--- src/rtl/kvadd2_example_ar_issuer.sv ---
// rtl/kvadd2_example_ar_issuer.sv - AXI4 AR burst issuer with outstanding-burst cap
// Optional feature macro: KVADD2_AR_ISSUER_STATS_EN (adds stat_stall_cycles output).
module kvadd2_example_ar_issuer #(
  parameter int C_ADDR_WIDTH      = 64,
  parameter int C_DATA_WIDTH      = 512,
  parameter int C_XFER_SIZE_WIDTH = 32,
  parameter int C_BURST_LEN       = 64,
  parameter int C_MAX_OUTSTANDING = 16
) (
  input  logic                         clk,
  input  logic                         rst,
  input  logic                         ctrl_start,
  input  logic [C_ADDR_WIDTH-1:0]      ctrl_addr_offset,
  input  logic [C_XFER_SIZE_WIDTH-1:0] ctrl_xfer_size_in_bytes,
  output logic                         ctrl_done,
`ifdef KVADD2_AR_ISSUER_STATS_EN
  output logic [31:0]                  stat_stall_cycles,
`endif
  output logic                         m_axi_arvalid,
  input  logic                         m_axi_arready,
  output logic [C_ADDR_WIDTH-1:0]      m_axi_araddr,
  output logic [7:0]                   m_axi_arlen,
  input  logic                         rxfer_last
);

  localparam int BPB         = C_DATA_WIDTH / 8;
  localparam int LOG_BPB     = $clog2(BPB);
  localparam int LOG_BL      = $clog2(C_BURST_LEN);
  localparam int BURST_BYTES = C_BURST_LEN * BPB;
  // One spare bit so the round-up additions cannot overflow.
  localparam int SW          = C_XFER_SIZE_WIDTH + 1;

  localparam logic [C_ADDR_WIDTH-1:0] BURST_STEP = C_ADDR_WIDTH'(BURST_BYTES);
  localparam logic [C_ADDR_WIDTH-1:0] ALIGN_MASK = ~(C_ADDR_WIDTH'(BURST_BYTES - 1));
  localparam logic [7:0]              FULL_ARLEN = 8'(C_BURST_LEN - 1);
  localparam logic [7:0]              MAX_OUT    = 8'(C_MAX_OUTSTANDING);

  typedef enum logic [2:0] {IDLE, CALC, ISSUE, DRAIN, DONE} state_t;

  state_t        state;
  logic [SW-1:0] size_r;
  logic [SW-1:0] beats;
  logic [SW-1:0] bursts;
  logic [SW-1:0] bursts_rem;
  logic [7:0]    last_arlen;
  logic [7:0]    last_arlen_r;
  logic [7:0]    outstanding;
  logic [7:0]    outstanding_nxt;
  logic          ar_hs;

  // Split the latched byte count into beats, bursts and the tail burst length.
  always_comb begin
    beats      = (size_r + SW'(BPB - 1)) >> LOG_BPB;
    bursts     = (beats + SW'(C_BURST_LEN - 1)) >> LOG_BL;
    last_arlen = 8'(beats - ((bursts - SW'(1)) << LOG_BL) - SW'(1));
  end

  // Outstanding-burst up/down count; a stray retire at zero is dropped.
  always_comb begin
    ar_hs           = m_axi_arvalid & m_axi_arready;
    outstanding_nxt = outstanding;
    if (ar_hs && !rxfer_last) begin
      outstanding_nxt = outstanding + 8'd1;
    end else if (!ar_hs && rxfer_last && outstanding != 8'd0) begin
      outstanding_nxt = outstanding - 8'd1;
    end
  end

  // Control FSM with registered AR channel and done outputs.
  always_ff @(posedge clk) begin
    if (rst) begin
      state         <= IDLE;
      ctrl_done     <= 1'b0;
      m_axi_arvalid <= 1'b0;
      m_axi_araddr  <= '0;
      m_axi_arlen   <= 8'd0;
      outstanding   <= 8'd0;
      size_r        <= '0;
      bursts_rem    <= '0;
      last_arlen_r  <= 8'd0;
    end else begin
      outstanding <= outstanding_nxt;
      ctrl_done   <= 1'b0;
      case (state)
        IDLE: begin
          if (ctrl_start) begin
            m_axi_araddr <= ctrl_addr_offset & ALIGN_MASK;
            size_r       <= {1'b0, ctrl_xfer_size_in_bytes};
            state        <= CALC;
          end
        end
        CALC: begin
          bursts_rem   <= bursts;
          last_arlen_r <= last_arlen;
          m_axi_arlen  <= (bursts == SW'(1)) ? last_arlen : FULL_ARLEN;
          if (beats == '0) begin
            ctrl_done <= 1'b1;
            state     <= DONE;
          end else begin
            m_axi_arvalid <= (outstanding_nxt < MAX_OUT);
            state         <= ISSUE;
          end
        end
        ISSUE: begin
          if (ar_hs) begin
            m_axi_araddr <= m_axi_araddr + BURST_STEP;
            bursts_rem   <= bursts_rem - SW'(1);
            m_axi_arlen  <= (bursts_rem == SW'(2)) ? last_arlen_r : FULL_ARLEN;
            if (bursts_rem == SW'(1)) begin
              m_axi_arvalid <= 1'b0;
              state         <= DRAIN;
            end else begin
              m_axi_arvalid <= (outstanding_nxt < MAX_OUT);
            end
          end else if (!m_axi_arvalid) begin
            // Limit only gates new assertions; a pending request is held.
            m_axi_arvalid <= (outstanding_nxt < MAX_OUT);
          end
        end
        DRAIN: begin
          if (outstanding == 8'd0) begin
            ctrl_done <= 1'b1;
            state     <= DONE;
          end
        end
        DONE: begin
          state <= IDLE;
        end
        default: begin
          state <= IDLE;
        end
      endcase
    end
  end

`ifdef KVADD2_AR_ISSUER_STATS_EN
  // Count ISSUE cycles where the outstanding cap holds arvalid low.
  always_ff @(posedge clk) begin
    if (rst) begin
      stat_stall_cycles <= 32'd0;
    end else if (state == IDLE && ctrl_start) begin
      stat_stall_cycles <= 32'd0;
    end else if (state == ISSUE && !m_axi_arvalid && stat_stall_cycles != 32'hFFFF_FFFF) begin
      stat_stall_cycles <= stat_stall_cycles + 32'd1;
    end
  end
`endif

endmodule

--- config.mk ---
export PLATFORM = sky130hd
export DESIGN_NAME = kvadd2_example_ar_issuer
export DESIGN_NICKNAME = d
export VERILOG_FILES = /design/src/rtl/kvadd2_example_ar_issuer.sv
export SDC_FILE = /design/constraint.sdc
export NUM_CORES = 1
export LEC_CHECK = 0
export BUFFER_PORTS_ARGS = -buffer_cell sky130_fd_sc_hd__buf_2
export CORE_UTILIZATION = 56
export CTS_CLUSTER_DIAMETER = 40
export DETAILED_ROUTE_END_ITERATION = 12
export GPL_ROUTABILITY_DRIVEN = 0
export PLACE_DENSITY = 0.8
export SLEW_MARGIN = 15
export SYNTH_ARGS = -nofsm -noshare
export SYNTH_HDL_FRONTEND = slang
export SYNTH_SLANG_ARGS = --single-unit
--- constraint.sdc ---
create_clock -name clk -period 11.6 [get_ports clk]
set_clock_uncertainty 0.1 [all_clocks]
set_input_delay 1.16 -clock clk [delete_from_list [all_inputs] [get_ports clk]]
set_output_delay 1.16 -clock clk [all_outputs]
set_load 0.02 [all_outputs]
==> results, run 1 <==
- The initialized floorplan defines 46 standard-cell rows.
- The tree built by TritonCTS fans out to 146 sinks.
- The sequential fraction of the synthesis area is 0.3122.
- The minimum clock period is 4.542 ns.
- The first TritonRoute pass finished after 5 iterations.
- The critical path is of the reg -> reg type.
- The total count of max-transition violations in the final report came to 0.
- Power spread over the standard cell area amounts to 162.8 nW/um2.
- The remaining max-slew budget at the tightest pin is 0.2328.
- The post-detailed-placement cell area is 10010 um2.
- The TritonCTS buffer count is 17.
- The arrival time at the worst endpoint is between 4 and 5 ns.
- Entering global routing, the biggest net connects 90 pins.
- The flow ran to the end, and the final reports show no timing, DRC or antenna violations.
- In this run, synthesis inferred 0 flip-flops with an integrated enable.
- The finished layout holds 1611 standard cells, fillers aside.
- In this run the worst path has a maximum fanout of 7.
- The number of remaining DRC errors is 0.
- Yosys printed 0 warnings.
- In the layout the commonest cells are sky130_fd_sc_hd__nand2_1, sky130_fd_sc_hd__nor2_1, sky130_fd_sc_hd__buf_2.
- The total of endpoints with negative setup slack in the final report is 0.
- Once detailed placement completed, the half-perimeter wirelength came to 16870 um.
- The setup slack at placement is just over 7 ns.
- For this design the top-level I/O count stands at 175.
- The die is 131.3 um wide.
- The final sum of negative setup slack is 0 ns.
- After detailed routing, the average wire length per cell comes to around 15 um.
- The setup slack after layout is approximately 7 ns.
- The die covers between 15000 and 20000 um2.
- After global routing the overflow that remains totals 0.
- The number of antenna violations at the first check in global routing is 0.
- Gates resized during post-CTS repair numbered 0.
- The post-CTS setup buffer count is 0.
- The final standard cell area without fillers is 10570 um2.
- The number of global-route vias before repair is between 8k and 9k.
- In the synthesized netlist the dominant register cell turns out to be sky130_fd_sc_hd__dfxtp_1.
- For the pin with the worst max-slew slack, the measured transition is 1.150 ns.
- At the worst endpoint, the required time is between 10 and 15 ns.
- The overall global routing resource usage is 0.2845.
- A synthesized cell averages approximately 7 um2.
- In the finished design, the share of the clock period the worst path needs comes to 0.3916.
- The standby leakage power is around 4 nW.
- TritonCTS built the clock tree.
- Counting flops and latches in the post-synthesis netlist gives 146.
- After synthesis the cells add up to 9361 um2.
- The post-cts hold buffer count is 0.
- The clock passes through at most 2 buffers.
- The most common cell after layout, fill and taps aside is sky130_fd_sc_hd__nand2_1.
- The insertion delay of the later-clocked pin in the worst-skew pair is about 0.44 ns.
- The final-report hold violation count is 0.
- The iteration-0 DRC count of the detailed router is a little over 900.
- The final standard cell utilization of the core is 0.6561.
- The number of antenna diodes in the final layout is 0.
- The initial core utilization is 0.5809.
- The aggregate routed wire length is approximately 25000 um.
- The largest voltage drop on the vdd net is 0.1262 mV.
- The global-route wire length before repair is about 41000 um.
- The H-tree was split into 4 levels.
- The share of cells above drive strength 1 is 0.1699.
- The tightest min-delay check is of the reg -> reg type.
- The async set-reset flop share out of synthesis is 0.
- The final hold slack is between 0.3 and 0.4 ns.
- Synthesis instantiated between 80 and 90 different standard cells from the library.
- The buffer cell driving the clock tree root is sky130_fd_sc_hd__clkbuf_16.
- The area added between synthesis and finish is 12.95%.
- Setup repair after global routing left no endpoint under its margin.
- STA classifies the critical path startpoint as a register.
- The detail route stage leaves a number of antenna-violating nets equal to 0.
- The number of placed instances, taps included, is between 1.5k and 2k.
- Port buffering added 150 buffers.
- The cell count after synthesis came out at roughly 1.3k.
- After layout, the design draws a total of 1.722 mW.
- The core region area is ~16000 um2.
- The length in cells of the worst reg-to-reg path is 17.
- The final-stage net count is 1492.
- Along the worst hold path, the cell count comes to 2.
- The die is about 130 um tall.
- The average via count per standard cell is about 6.
- STA classifies the critical path endpoint as a register.
- The tool flagged a number of max-cap violations equal to 0.
- For this run, the top clock speed supported by timing is 0.2202 GHz.
- The routed layout has 9751 vias.
- The clock input transition at the sequential cells of the worst setup and hold paths is 0.07 ns.
-- layer usage --
metal | global-route usage | share of wire | vias to the layer above
met5 | 0 | 0 | -
met4 | 0.1163 | 0.030 | 0
met3 | 0.06173 | 0.063 | 70
met2 | 0.4713 | 0.47 | 383
met1 | 0.3573 | 0.44 | 4470
li1 | - | - | 4828
-- power by group --
group / leakage [nW] / switching [mW] / internal (mW)
clock network: 0.271 / 0.237 / 0.286
registers: 1.20 / 0.0779 / 0.564
logic: 2.63 / 0.345 / 0.213
-- flip-flops by register name, indices dropped and copies added (netlist names) --
register and cells:
m_axi_araddr 52, bursts_rem 33, size_r 32, last_arlen_r 8, m_axi_arlen 8, outstanding 8, state 3, ctrl_done 1
m_axi_arvalid 1
-- path summary, 6_finish.rpt --
kind                            slack (ns)       startpoint               to
worst max-delay path                  7.06        size_r[0]   m_axi_arlen[7]
worst min-delay path                  0.34  last_arlen_r[6]  last_arlen_r[6]
worst max register to register        7.06        size_r[0]   m_axi_arlen[7]
worst min register to register        0.34  last_arlen_r[6]  last_arlen_r[6]
-- cell families after synthesis --
group / share of synthesized area
AND/OR/NAND/NOR: 0.3277
AO/OA/AOI/OAI: 0.2330
flip-flops: 0.3122
buffers and inverters: 0.06215
XOR/XNOR: 0.04491
adder cells (fa/ha/maj): 0.01310
multiplexers: 0.006549
other: 0.0004006
-- Yosys cell counts (all sizes together) (11+ instances only) --
cell,n,share of area
and4,11,0.010
nor4,36,0.030
a21oi,127,0.070
buf,34,0.024
or3,20,0.014
and3,23,0.016
a211oi,27,0.024
nand4,19,0.016
o21ai,86,0.047
a22oi,20,0.016
o31ai,12,0.010
a31oi,11,0.0080
nor2,162,0.065
nand2,189,0.077
xnor2,29,0.027
o22ai,11,0.0074
xor2,19,0.018
clkbuf,75,0.030
and2,12,0.0084
inv,21,0.0084
nand3,51,0.027
nor3,41,0.024
dfxtp,146,0.31
-- worst max-delay path, cell delays in order (launching register included) --
cell and delay [ns]:
sky130_fd_sc_hd__dfxtp_1 0.33, sky130_fd_sc_hd__nor4_2 0.50, sky130_fd_sc_hd__nand2_1 0.18, sky130_fd_sc_hd__xor2_1 0.19, sky130_fd_sc_hd__inv_1 0.09, sky130_fd_sc_hd__ha_1 0.28
sky130_fd_sc_hd__nand3_1 0.09, sky130_fd_sc_hd__mux2_2 0.37, sky130_fd_sc_hd__xnor2_1 0.26, sky130_fd_sc_hd__ha_1 0.21, sky130_fd_sc_hd__o21ai_0 0.08, sky130_fd_sc_hd__a21o_1 0.18
sky130_fd_sc_hd__a21oi_1 0.11, sky130_fd_sc_hd__o2111ai_1 0.13, sky130_fd_sc_hd__nor4b_2 0.31, sky130_fd_sc_hd__nand4b_2 0.26, sky130_fd_sc_hd__or4_4 0.58, sky130_fd_sc_hd__a211oi_2 0.21
-- final cells by class --
| type | instances | area (um2) |
|---|---|---|
| inverters | 21 | 78.83 |
| well taps | 216 | 270.3 |
| clock buffers | 18 | 439.2 |
| flip-flops and latches | 146 | 2923 |
| repair buffers | 159 | 820.8 |
| fillers | 1442 | 5542 |
| clock inverters | 14 | 122.6 |
| multi-input cells | 1037 | 5919 |
No activity file was read; power rests on OpenSTA's default activity.
==> run 2, diff against run 1 <==
Clock period 11.6 ns to 4.5 ns, I/O delays scaled along.
==> results, run 2 (synthesis gave the netlist of run 1 again) <==
- The flow ran to the end, and the final reports show no timing, DRC or antenna violations.
- The post-placement cell count is 1585 (+0.38%).
- The power density relative to cell area came to 423.6 nW/um2 (+160%).
- The final standard cell area without fillers is 10640 um2 (+0.63%).
- The post-route non-filler standard cell count is 1617 (+0.37%).
- The register with the most flip-flops is m_axi_araddr.
- The actual slew at the worst max-slew pin is 1.077 ns (-0.07234 ns).
- The final standard cell utilization of the core came to 0.6602 (+0.004114).
- The average via count per standard cell is 6.066 (+0.21%).
- The number of remaining DRC errors is 0 (unchanged).
- The die extent in y is 131.3 um (unchanged).
- The average wire per cell in the routed design is 15.53 um (+0.79%).
- The total count of max-transition violations in the final report was 0 (unchanged).
- The cell family with the largest share of critical-path delay is simple AND/OR/NAND/NOR gates.
- The clock input transition at the sequential cells of the worst setup and hold paths came to 0.06 ns (about the same).
- The register-to-register path setup slack is 0.21 ns (-6.84 ns).
- The die outline area is 17240 um2 (unchanged).
- The share of cells above drive strength 1 came to 0.1727 (+0.002841).
- The routed via count is 9808 (+0.58%).
- The maximum number of buffers from clock root to sink came to 2 (unchanged).
- In this run the worst setup path terminates at m_axi_arlen[7].
- The first-pass iteration count of the detailed router is 6 (+1).
- The largest registers in the layout are m_axi_araddr (52), bursts_rem (33), size_r (32).
- The TritonCTS buffer count came to 17 (unchanged).
- The delay of the slowest cell on the worst path is 0.58 ns (about the same).
- The standby leakage power came to 4.136 nW (+1.0%).
- The highest achievable clock rate is 0.2333 GHz (+6.0%).
- The ratio of final minimum period to clock period is 0.9525 (+0.5610).
- The fill cell instance count of the final layout was 1469 (+1.9%).
- The post-cts sizing count is 0 (unchanged).
- The library cell used most frequently in the layout, excluding fill and tap cells, is sky130_fd_sc_hd__nand2_1.
- The length in cells of the worst reg-to-reg path is 17 (unchanged).
- The post-detailed-route count of antenna-violating nets came to 0 (unchanged).
- The number of antenna violations at the first check in global routing was 1 (+1).
- The signal on the critical path passes through nor4_2 > nand2_1 > nand2_1 > xor2_1 > ha_2 > nand3_1 > mux2_2 > xnor2_2 > ha_1 > o21ai_0 > a21o_1 > a21oi_1 > o2111ai_1 > nor4b_2 > nand4b_2 > or4_4 > a211oi_2.
- The post-cts hold buffer count is 0 (unchanged).
- The flip-flop and latch area is 2923 um2 (unchanged).
- The setup slack after layout came to 0.2137 ns (-6.844 ns).
- The worst register-to-register path begins at size_r[0].
- The final-stage net count came to 1498 (+0.40%).
- The path length in cells of the critical path came to 17 (unchanged).
- The path type of the worst setup path is reg -> reg.
- The aggregate routed wire length is 25110 um (+1.2%).
- The total buffers and inverters traversed by the critical path was 0 (-1).
- The final sum of negative setup slack was 0 ns (unchanged).
- The iteration-0 DRC count of the detailed router came to 964 (+6.4%).
- The count of input and output buffers is 150 (unchanged).
- The overall global routing resource usage is 0.2885 (+0.004055).
- The worst register-to-register path ends at m_axi_arlen[7].
- The insertion delay of the later-clocked pin in the worst-skew pair is 0.43 ns (about the same).
- The required time of the worst setup path was 4.74 ns (-7.11 ns).
- The site row count is 46 (unchanged).
- The number of max-cap violations is 0 (unchanged).
- By instance count, the cell type seen most on the critical path is sky130_fd_sc_hd__nand2_1.
- The flip-flop count of the largest register, all copies and words added came to 52 (unchanged).
- The initial core utilization was 0.5809 (unchanged).
- The pin count of the biggest net entering global routing is 98 (+8.9%).
- The critical path endpoint category is a register.
- The area added between synthesis and finish is 13.66%.
- The top fanout value on the critical path is 7 (unchanged).
- The post-detailed-placement cell area is 10060 um2 (+0.45%).
- The minimum clock period is 4.286 ns (-0.2557 ns).
- The global-route wire length before repair is 41620 um (+1.8%).
- The setup slack at placement came to 0.2349 ns (-6.817 ns).
- The top cell types in the final layout, fill and taps aside, are sky130_fd_sc_hd__nand2_1, sky130_fd_sc_hd__nor2_1, sky130_fd_sc_hd__buf_2.
- The final-report hold violation count is 0 (unchanged).
- The worst hold path belongs to the class in -> reg.
- The remaining max-slew budget at the tightest pin is 0.2811 (+0.04828).
- The critical path startpoint is size_r[0].
- The post-CTS setup buffer count is 0 (unchanged).
- The H-tree depth came to 4 (unchanged).
- The half-perimeter wire length of the detailed placement result is 17230 um (+2.1%).
- The cell with the largest stage delay on the worst path is sky130_fd_sc_hd__or4_4.
- The die span in x was 131.3 um (unchanged).
- The area taken by multi-input logic gates is 5929 um2 (+0.17%).
- The arrival time at the worst endpoint is 4.53 ns (-0.27 ns).
- The core region area was 16120 um2 (unchanged).
- The number of global-route vias before repair came to 8590 (+0.60%).
- The clock net sink count was 146 (unchanged).
- The total of endpoints with negative setup slack in the final report is 0 (unchanged).
- The number of diodes is 0 (unchanged).
- The tree is rooted in a sky130_fd_sc_hd__clkbuf_16.
- TritonCTS built the clock tree.
- The total I/O pin count is 175 (unchanged).
- The worst setup path is launched from a register.
- The largest voltage drop on the vdd net is 0.3305 mV (+160%).
- The sum of overflow across all layers after global routing came to 0 (unchanged).
## run 2: area by class of cell
class                      instances  area share
clock inverter                    10     0.01023
tap                              216     0.02540
multi-input combinational       1037      0.5573
sequential                       146      0.2747
clock buffer                      22     0.04363
timing repair buffer             165     0.08137
inverter                          21    0.007408
## run 2: layer usage
metal / track usage / wire length [um]
met1: 0.3810 / 11090
met2: 0.4654 / 11820
met3: 0.05787 / 1632
met4: 0.1040 / 563
met5: 0 / 0
## run 2: worst reg2reg max path: stages, from the launching register on
cell and delay [ns]:
sky130_fd_sc_hd__dfxtp_1 0.33, sky130_fd_sc_hd__nor4_2 0.33, sky130_fd_sc_hd__nand2_1 0.15, sky130_fd_sc_hd__nand2_1 0.10
sky130_fd_sc_hd__xor2_1 0.18, sky130_fd_sc_hd__ha_2 0.27, sky130_fd_sc_hd__nand3_1 0.09, sky130_fd_sc_hd__mux2_2 0.38
sky130_fd_sc_hd__xnor2_2 0.21, sky130_fd_sc_hd__ha_1 0.21, sky130_fd_sc_hd__o21ai_0 0.09, sky130_fd_sc_hd__a21o_1 0.17
sky130_fd_sc_hd__a21oi_1 0.11, sky130_fd_sc_hd__o2111ai_1 0.12, sky130_fd_sc_hd__nor4b_2 0.29, sky130_fd_sc_hd__nand4b_2 0.26
sky130_fd_sc_hd__or4_4 0.58, sky130_fd_sc_hd__a211oi_2 0.22
## run 2: how the worst min path moves through the flow
stage / start / to / slack [ns] / cells after the start
global route: ctrl_xfer_size_in_bytes[5] / size_r[5] / 0.15 / 3
CTS: ctrl_xfer_size_in_bytes[23] / size_r[23] / 0.15 / 3
detailed placement: last_arlen_r[6] / last_arlen_r[6] / 0.35 / 2
finish: ctrl_xfer_size_in_bytes[12] / size_r[12] / 0.16 / 3
global placement: last_arlen_r[6] / last_arlen_r[6] / 0.33 / 2
floorplan: last_arlen_r[6] / last_arlen_r[6] / 0.32 / 2
## run 2: metrics by stage
step | power [mW] | hold slack [ns]
after global placement | 3.074 | 0.3315
after floorplan | 2.743 | 0.3171
after CTS | 4.495 | 0.1477
after detailed placement | 3.112 | 0.3455
after global routing | 4.768 | 0.1488
final | 4.507 | 0.1572
## run 2: power breakdown
| group | total, mW | switching [mW] | leakage (nW) | internal [mW] |
|---|---|---|---|---|
| sequential | 1.66 | 0.204 | 1.20 | 1.45 |
| clock | 1.39 | 0.550 | 0.280 | 0.841 |
| combinational | 1.46 | 0.898 | 2.66 | 0.560 |
==> run 3, diff against run 2 <==
Settings changed: ABC_AREA set to 1.
==> results, run 3 <==
- The die span in x is 133.7 um (+1.9%).
- The path type of the worst setup path is reg -> reg.
- The run finished with clean final reports.
- The maximum number of buffers from clock root to sink is 2 (unchanged).
- Ranked by flip-flop count, first place goes to m_axi_araddr.
- The post-placement cell count is 1883 (+19%).
- The cell area after synthesis was 9718 um2 (+3.8%).
- The iteration-0 DRC count of the detailed router was 803 (-17%).
- After synthesis, the most frequently instantiated cells are sky130_fd_sc_hd__nand2_1, sky130_fd_sc_hd__nor2_1, sky130_fd_sc_hd__inv_1.
- The share of synthesized area spent on multiplexers is 0 (-0.006549).
- The site row count is 47 (+2.2%).
- The count of yosys warnings during synthesis is 0 (unchanged).
- The most used flip-flop cell after synthesis is sky130_fd_sc_hd__dfxtp_1.
- The simple-gate portion of the synthesized area came to 0.3546 (+0.02686).
- The top fanout value on the critical path was 40 (+33).
- The largest total area in the synthesized netlist belongs to sky130_fd_sc_hd__dfxtp_1.
- The number of cells produced by synthesis is 1562 (+20%).
- After synthesis, the largest family of logic cells by area is simple AND/OR/NAND/NOR gates.
- The total I/O pin count is 175 (unchanged).
- The number of global-route vias before repair is 9505 (+11%).
- The synthesized flop and latch total was 146 (unchanged).
- The area taken by multi-input logic gates is 5859 um2 (-1.2%).
- The clock share of power was 0.193 (-0.116).
- The global-route wire length before repair is 44860 um (+7.8%).
- The number of remaining DRC errors is 0 (unchanged).
- The cell sitting at the root of the clock tree is a sky130_fd_sc_hd__clkbuf_16.
- The type of element launching the critical path is a register.
- The count of input and output buffers came to 150 (unchanged).
- The sequential fraction of the synthesis area is 0.3008 (-0.01146).
- The post-cts hold buffer count is 0 (unchanged).
- The number of enable flip-flop cells after synthesis is 0 (unchanged).
- The total count of max-transition violations in the final report is 0 (unchanged).
- The power dissipated by switching net loads was 3.383 mW (+100%).
- The sequential fraction of design power is 0.305 (-0.063).
- The sum of overflow across all layers after global routing is 0 (unchanged).
- The standby leakage power is 5.070 nW (+23%).
- The final sum of negative setup slack is 0 ns (unchanged).
- The final-stage net count is 1792 (+20%).
- The power density relative to cell area was 628.6 nW/um2 (+48%).
- The kind of path behind the tightest hold check is in -> reg.
- The routed via count is 10.61k (+8.2%).
- The die extent in y is 133.7 um (+1.9%).
- The number of max-cap violations is 0 (unchanged).
- The fraction of the mapped netlist area in adder cells is 0.01159 (-0.001511).
- The die outline area is 17890 um2 (+3.8%).
- The H-tree depth was 4 (unchanged).
- The signal on the critical path passes through nor3_1 > inv_1 > nand2_1 > buf_4 > clkinv_1 > nor3_1 > o21ai_0 > a21oi_1.
- The remaining max-slew budget at the tightest pin is 0.2366 (-0.04454).
- The post-route non-filler standard cell count was 1916 (+18%).
- The first-pass iteration count of the detailed router is 6 (unchanged).
- The required time of the worst setup path was 4.75 ns (about the same).
- Among all cell types in the netlist, the one instantiated most often is sky130_fd_sc_hd__nand2_1.
- The fill cell instance count of the final layout is 1575 (+7.2%).
- The critical path endpoint category is a register.
- The clock input transition at the sequential cells of the worst setup and hold paths is 0.06 ns (about the same).
- The core region area came to 16760 um2 (+4.0%).
- The total of endpoints with negative setup slack in the final report was 0 (unchanged).
- The fraction of power consumed by combinational cells is 0.502 (+0.178).
- The distinct cell type count after synthesis is 47 (-45%).
- The pin count of the biggest net entering global routing is 94 (-4.1%).
- The TritonCTS buffer count is 17 (unchanged).
- The post-cts sizing count is 0 (unchanged).
- The most numerous cell type found on the critical path is sky130_fd_sc_hd__nor3_1.
- The post-detailed-route count of antenna-violating nets is 0 (unchanged).
- The insertion delay of the later-clocked pin in the worst-skew pair is 0.43 ns (about the same).
- The switching portion of total power is 0.4848 (+0.1182).
- The highest achievable clock rate is 0.3251 GHz (+39%).
- The aggregate routed wire length is 26680 um (+6.3%).
- The overall global routing resource usage came to 0.3056 (+0.01707).
- Setup repair after global routing left no endpoint under its margin.
- The share of cells above drive strength 1 is 0.1445 (-0.02819).
- The average via count per standard cell is 5.537 (-8.7%).
- The area added between synthesis and finish is 14.23%.
- The library cells used most frequently in the layout, excluding fill and tap cells, are sky130_fd_sc_hd__nand2_1, sky130_fd_sc_hd__nor2_1, sky130_fd_sc_hd__inv_1.
- The final-report hold violation count is 0 (unchanged).
- The post-synthesis compound-gate area fraction is 0.1742 (-0.05876).
- The post-synthesis share of cell area spent on xor and xnor gates came to 0.05768 (+0.01277).
- Sorting the synthesized cells by area gives the leading types as sky130_fd_sc_hd__dfxtp_1, sky130_fd_sc_hd__nand2_1, sky130_fd_sc_hd__nor2_1, sky130_fd_sc_hd__a21oi_1, sky130_fd_sc_hd__inv_1.
- The slowest stage of the critical path is the sky130_fd_sc_hd__clkinv_1 cell.
- The largest registers in the layout are m_axi_araddr (52), bursts_rem (33), size_r (32).
- The minimum clock period is 3.076 ns (-1.210 ns).
- The actual slew at the worst max-slew pin was 1.145 ns (+0.06796 ns).
- The internal power consumption was 3.595 mW (+26%).
- The area fraction of the dominant cell type after synthesis is 0.3008 (-0.01146).
- The most common cell after layout, fill and taps aside is sky130_fd_sc_hd__nand2_1.
- The arrival time at the worst endpoint came to 3.33 ns (-1.20 ns).
- The ratio of final minimum period to clock period was 0.6836 (-0.2689).
- The TritonCTS clock tree is yes.
- The async set-reset flop share out of synthesis is 0 (unchanged).
- The clock net sink count is 146 (unchanged).
- The flip-flop and latch area is 2923 um2 (unchanged).
- The initial core utilization is 0.5798 (-0.001057).
- The average wire per cell in the routed design is 13.93 um (-10%).
- The delay of the slowest cell on the worst path came to 0.69 ns (+0.11 ns).
- The half-perimeter wire length of the detailed placement result is 19310 um (+12%).
- The flip-flop count of the largest register, all copies and words added is 52 (unchanged).
- The average footprint of a synthesized cell came to 6.222 um2 (-13%).
- The post-CTS setup buffer count is 0 (unchanged).
- The number of antenna violations at the first check in global routing is 1 (unchanged).
- The largest voltage drop on the vdd net was 0.3889 mV (+18%).
run 3: cell type report:
cell class	count	share of cell area
diodes	1	0.0002254
clock buffers	20	0.04024
clock inverters	12	0.009693
inverters	182	0.06154
multi-input cells	1178	0.5278
flip-flops and latches	146	0.2633
well taps	220	0.02480
repair buffers	157	0.07236
run 3: cells by family after synthesis:
group / Yosys count
xor+xnor: 64
simple gates: 782
flops: 146
other cells: 1
buf+inv: 249
compound gates: 311
fa+ha+maj: 9
run 3: layer usage:
| metal | GRT usage | share of wire | vias up |
|---|---|---|---|
| met5 | 0 | 0 | - |
| met2 | 0.4948 | 0.45 | 454 |
| met1 | 0.4028 | 0.44 | 4728 |
| met3 | 0.04414 | 0.069 | 68 |
| li1 | - | - | 5359 |
| met4 | 0.1338 | 0.035 | 0 |
run 3: power groups by stage:
stage | registers (mW) | logic (mW) | clock network (mW)
floorplan | 2.26 | 2.42 | 0
global placement | 2.13 | 3.38 | 0
detailed placement | 2.14 | 3.44 | 0
CTS | 2.11 | 3.48 | 1.36
global route | 2.18 | 3.97 | 1.42
finish | 2.13 | 3.50 | 1.35
run 3: final timing paths:
kind | from | endpoint | slack [ns] | cells past startpoint
max reg2reg | state[1] | bursts_rem[32] | 1.42 | 8
max | state[1] | bursts_rem[32] | 1.42 | 8
min | ctrl_xfer_size_in_bytes[3] | size_r[3] | 0.15 | 3
min reg2reg | last_arlen_r[6] | last_arlen_r[6] | 0.34 | 2
run 3: through the flow:
| stage | utilization | worst slack, ns | power, mW | hold WS [ns] | cell area, um2 |
|---|---|---|---|---|---|
| after floorplan | - | 1.841 | 4.684 | 0.3089 | 9759 |
| after global placement | 0.6291 | 1.525 | 5.510 | 0.3177 | 10540 |
| after detailed placement | 0.6291 | 1.441 | 5.579 | 0.3289 | 10540 |
| after CTS | 0.6622 | 1.402 | 6.952 | 0.1378 | 11100 |
| after global routing | 0.6623 | 0.9496 | 7.573 | 0.1414 | 11100 |
| final | 0.6623 | 1.424 | 6.978 | 0.1466 | 11100 |
run 3: critical path: cells and delay by family (launching register included):
kind / cells / cell delay, ns
buffers and inverters: 3 / 1.15
and+or+nand+nor: 3 / 1.14
DFF: 1 / 0.34
AOI/OAI and AO/OA: 2 / 0.25
